$ cat config.mk
export PLATFORM = sky130hd
export DESIGN_NAME = bist_signature_unit
export DESIGN_NICKNAME = d
export VERILOG_FILES = /design/src/rtl/bist_pkg.sv /design/src/rtl/bist_lfsr.sv /design/src/rtl/bist_signature_unit.sv
export SDC_FILE = /design/constraint.sdc
export NUM_CORES = 1
export LEC_CHECK = 0
export CORE_UTILIZATION = 38
export DETAILED_ROUTE_END_ITERATION = 8
export MAX_ROUTING_LAYER = met4
export PLACE_DENSITY_LB_ADDON = 0.05
export SLEW_MARGIN = 10
export SYNTH_ARGS = -nofsm -noshare
export SYNTH_HDL_FRONTEND = slang
export SYNTH_HIERARCHICAL = 1
export SYNTH_SLANG_ARGS = --single-unit
$ cat constraint.sdc
create_clock -name clk -period 2 [get_ports clk]
set_input_delay 0.3 -clock clk [delete_from_list [all_inputs] [get_ports clk]]
set_output_delay 0.3 -clock clk [all_outputs]
set_load 0.005 [all_outputs]
$ cat src/rtl/bist_pkg.sv
// Shared types and constants for the BIST signature datapath.
package bist_pkg;

    typedef enum logic [1:0] {
        IDLE    = 2'd0,
        CAPTURE = 2'd1,
        EVAL    = 2'd2,
        DONE    = 2'd3
    } state_e;

    localparam logic [7:0]  DEFAULT_POLY   = 8'h1D;
    localparam int unsigned DEFAULT_NCLOCK = 650;

    // One spare bit above what NCLOCK needs, so an overlong run is still distinguishable.
    function automatic int unsigned cnt_width(input int unsigned nclock);
        return $clog2(nclock + 1) + 1;
    endfunction

endpackage

$ cat src/rtl/bist_lfsr.sv
// Galois LFSR with parallel input; acts as a pattern generator (din=0) or a MISR.
module bist_lfsr #(
    parameter int unsigned      WIDTH = 8,
    parameter logic [WIDTH-1:0] POLY  = WIDTH'(8'h1D),
    parameter logic [WIDTH-1:0] SEED  = WIDTH'(1)
) (
    input  logic             clk,
    input  logic             reset,
    input  logic             clear,
    input  logic             shift,
    input  logic [WIDTH-1:0] din,
    output logic [WIDTH-1:0] q
);

    logic [WIDTH-1:0] q_q;
    logic [WIDTH-1:0] q_d;

    always_comb begin
        q_d = q_q;
        if (clear) begin
            q_d = SEED;
        end else if (shift) begin
            q_d = {q_q[WIDTH-2:0], 1'b0} ^ (q_q[WIDTH-1] ? POLY : '0) ^ din;
        end
    end

    always_ff @(posedge clk or negedge reset) begin
        if (!reset) begin
            q_q <= SEED;
        end else begin
            q_q <= q_d;
        end
    end

    assign q = q_q;

endmodule

$ cat src/rtl/bist_signature_unit.sv
// BIST datapath: drives LFSR patterns to the CUT, compacts responses, and grades the run.
module bist_signature_unit
    import bist_pkg::*;
#(
    parameter int unsigned         PI_WIDTH   = 8,
    parameter int unsigned         PO_WIDTH   = 8,
    parameter logic [PI_WIDTH-1:0] TPG_POLY   = PI_WIDTH'(DEFAULT_POLY),
    parameter logic [PI_WIDTH-1:0] TPG_SEED   = PI_WIDTH'(1),
    parameter logic [PO_WIDTH-1:0] MISR_POLY  = PO_WIDTH'(DEFAULT_POLY),
    parameter logic [PO_WIDTH-1:0] GOLDEN_SIG = '0,
    parameter int unsigned         NCLOCK     = DEFAULT_NCLOCK
) (
    input  logic                              clk,
    input  logic                              reset,
    input  logic                              init,
    input  logic                              running,
    input  logic                              finish,
    input  logic [PO_WIDTH-1:0]               cut_out,
    output logic [PI_WIDTH-1:0]               tpg_out,
    output logic [PO_WIDTH-1:0]               signature,
    output logic [cnt_width(NCLOCK)-1:0]      pattern_cnt,
    output logic                              sig_valid,
    output logic                              pass,
    output logic                              count_err
);

    localparam int unsigned CNT_W = cnt_width(NCLOCK);
    // An all-zero seed would lock the TPG at zero.
    localparam logic [PI_WIDTH-1:0] TPG_SEED_EFF = (TPG_SEED == '0) ? PI_WIDTH'(1) : TPG_SEED;

    state_e           state_q, state_d;
    logic [CNT_W-1:0] cnt_q, cnt_d;
    logic             sig_valid_q, sig_valid_d;
    logic             pass_q, pass_d;
    logic             count_err_q, count_err_d;
    logic             shift_en;

    assign shift_en = !init && (state_q == CAPTURE) && running;

    bist_lfsr #(
        .WIDTH (PI_WIDTH),
        .POLY  (TPG_POLY),
        .SEED  (TPG_SEED_EFF)
    ) u_tpg (
        .clk   (clk),
        .reset (reset),
        .clear (init),
        .shift (shift_en),
        .din   ('0),
        .q     (tpg_out)
    );

    bist_lfsr #(
        .WIDTH (PO_WIDTH),
        .POLY  (MISR_POLY),
        .SEED  ('0)
    ) u_misr (
        .clk   (clk),
        .reset (reset),
        .clear (init),
        .shift (shift_en),
        .din   (cut_out),
        .q     (signature)
    );

    always_comb begin
        state_d     = state_q;
        cnt_d       = cnt_q;
        sig_valid_d = sig_valid_q;
        pass_d      = pass_q;
        count_err_d = count_err_q;

        if (init) begin
            state_d     = CAPTURE;
            cnt_d       = '0;
            sig_valid_d = 1'b0;
            pass_d      = 1'b0;
            count_err_d = 1'b0;
        end else begin
            case (state_q)
                CAPTURE: begin
                    if (running && (cnt_q != '1)) begin
                        cnt_d = cnt_q + CNT_W'(1);
                    end
                    if (finish) begin
                        state_d = EVAL;
                    end
                end
                // cnt_q and the MISR already include a compaction in the finish cycle.
                EVAL: begin
                    count_err_d = (cnt_q != CNT_W'(NCLOCK));
                    pass_d      = (signature == GOLDEN_SIG) && (cnt_q == CNT_W'(NCLOCK));
                    sig_valid_d = 1'b1;
                    state_d     = DONE;
                end
                default: ;
            endcase
        end
    end

    always_ff @(posedge clk or negedge reset) begin
        if (!reset) begin
            state_q     <= IDLE;
            cnt_q       <= '0;
            sig_valid_q <= 1'b0;
            pass_q      <= 1'b0;
            count_err_q <= 1'b0;
        end else begin
            state_q     <= state_d;
            cnt_q       <= cnt_d;
            sig_valid_q <= sig_valid_d;
            pass_q      <= pass_d;
            count_err_q <= count_err_d;
        end
    end

    assign pattern_cnt = cnt_q;
    assign sig_valid   = sig_valid_q;
    assign pass        = pass_q;
    assign count_err   = count_err_q;

endmodule
==> flow_metrics.py <==
metrics = {
    "floorplanning": {
        "design.die.area_um2": 4860,
        "die-height_um": 69.7,
        "pin_count": 43,
        "core_um2": 4380,
        "start_util_pct": 39.7,
        "core.rowCount": 24,
        "die_x_um": 69.7,
    },
    "worst_hold_path": {
        "hold_class": "in2async",
    },
    "timing": {
        "fmax_ghz": 0.571,
        "period_share_pct": 87.5,
        "setup_viol": 0,
        "drv_slew": 0,
        "rsz0062_at_grt": "false",
        "tns_ns": 0,
        "hold_viol": 0,
        "period_needed_ns": 1.75,
        "clock_skew_ns": 0.00373,
    },
    "clock_tree": {
        "cts_buffers": 5,
        "htreeDepth": 2,
        "clk_latency_ns": 0.28,
        "cts-root-buf": "clkbuf_8",
        "cts_resized": 0,
        "hold_buffers": 0,
        "post_cts.repair.setup_buffers": 0,
        "cts_tree": "built",
        "cts_sinks": 32,
        "cts_buffer_depth": 2,
        "clk_pin_slew_ns": 0.06,
    },
    "grt": {
        "grtUsageTotal_pct": 18.5,
        "grt_pass1_vias": 1414,
        "overflow": 0,
        "grt_max_degree": 40,
        "grt_pass1_wl_um": 6900,
        "antenna_found_initial": 0,
    },
    "synthesis": {
        "yosysUniqueCellTypes": 45,
        "syn_inst": 169,
        "synth-seq-area-share_pct": 46.0,
        "synth_area_um2": 1740,
        "async_flop_share_pct": 100,
        "avgSynthCellArea_um2": 10.3,
        "synth_top_flop_cell": "dfrtp_1",
        "ys_ff_latch": 32,
        "yosysWarnings": 6,
        "synth_enable_flop_cells": 0,
    },
    "worst_setup_path": {
        "worstSetupPathType": "reg2reg",
        "cp.arrival_ns": 1.92,
        "worstPathMaxFanout": 5,
        "cp-start-kind": "flip-flop",
        "crit_required_ns": 2.17,
        "critPathCaptureType": "flip-flop",
    },
    "drt": {
        "drt_wl_total_um": 4150,
        "num_vias": 1495,
        "dr.pass1.iters": 4,
        "antenna_left": 0,
        "wl_per_cell_um": 15.0,
        "dr.first_iter.drc_count": 77,
        "drc": 0,
        "post_drt_via_cell_ratio": 5.42,
    },
    "final_layout": {
        "final_cell_mix": "clkdlybuf4s50_1 (42), dfrtp_1 (31), nor2_1 (24)",
        "num_antenna_cells": 0,
        "drive_gt1_share_pct": 7.59,
        "nNetsFinal": 238,
        "area_delta_synth_final_pct": 35.1,
        "layout_commonest_cell": "clkdlybuf4s50_1",
    },
    "placement": {
        "dp.final_hpwl_um": 2820,
        "port_buffers": 42,
        "place_congestion": 0.816,
    },
    "flow_run": {
        "drv_cap": 0,
    },
    "power_and_ir_drop": {
        "vdd_drop_max_v": 0.000307,
        "finalPower_mw": 1.49,
        "leakage_nw": 0.940,
        "powerDensity_nw_per_um2": 631,
    },
    "status": {
        "status": "finished clean",
    },
}
## layout make-up
class / instances / area (um2)
fillers: 389 / 2030
repair buffers: 46 / 475
inverters: 4 / 15.0
multi-input cells: 134 / 906
well taps: 52 / 65.1
clock buffers: 8 / 90.1
flip-flops and latches: 32 / 802
## logic make-up after synthesis
family | synth area share, %
multiplexers | 3.02
AO/OA/AOI/OAI | 12.9
flip-flops | 46.0
AND/OR/NAND/NOR | 22.5
other | 0.215
buffers and inverters | 3.59
adder cells (fa/ha/maj) | 1.44
XOR/XNOR | 10.3
## critical path: stages, from the launching register on
cell and delay (ns):
dfrtp_1 0.47, ha_1 0.30, nand2_1 0.12, nor3_2 0.08, nor4_1 0.32, mux2_1 0.35
## sequential cells by signal, summed over array words and instances (netlist names)
register and count:
state_q 2, sig_valid 1, pass 1, pattern_cnt 11, count_err 1, u_tpg/q 8
u_misr/q 8
## synthesized netlist by cell type, drive strengths merged (4+ instances only)
library cell,number,area [um2]
nor2b,4,25.0
nand2b,4,25.0
nand2,8,30.0
xor2,4,35.0
dfrtp,31,776
o221ai,4,35.0
xnor2,11,96.3
inv,4,15.0
a211oi,11,82.6
nor3,5,30.0
a21oi,7,35.0
buf,6,47.5
nor2,25,93.8
## where the power goes
part	internal, mW	switching (mW)	total, mW	leakage, nW
Clock	0.281	0.233	0.514	0.0455
Combinational	0.143	0.108	0.251	0.464
Sequential	0.678	0.0423	0.720	0.431
## final timing paths
kind                                 from        endpoint  slack [ns]  depth (start not counted)
max in group asynchronous           reset      u_tpg/q[0]        1.22                          2
min reg2reg                     sig_valid       sig_valid        0.50                          2
min in group clk                sig_valid       sig_valid        0.50                          2
max                        pattern_cnt[0]  pattern_cnt[9]        0.25                          5
max reg2reg                pattern_cnt[0]  pattern_cnt[9]        0.25                          5
min                                 reset  pattern_cnt[4]        0.44                          2
## per-layer routing
metal  global-route usage, %  share of wire [%]  vias up
met3                    4.80                5.7        7
met5                       -                  0        -
met4                    6.22                1.7        0
met1                    22.5                 44      724
li1                        -                  -      714
met2                    30.0                 49       50
## stage by stage
stage               instance area, um2  setup WS [ns]  hold slack [ns]  cells  utilization, %
finish                            2350          0.250            0.442    276            53.7
floorplan                         1770          0.393          0.00441    176               -
detailed placement                2260         0.0588            0.490    268            51.6
global placement                  2260         0.0966            0.482    268            51.6
CTS                               2350          0.237            0.450    276            53.7
global route                      2350         0.0979            0.481    276            53.7
(Power assumes the default switching activity.)
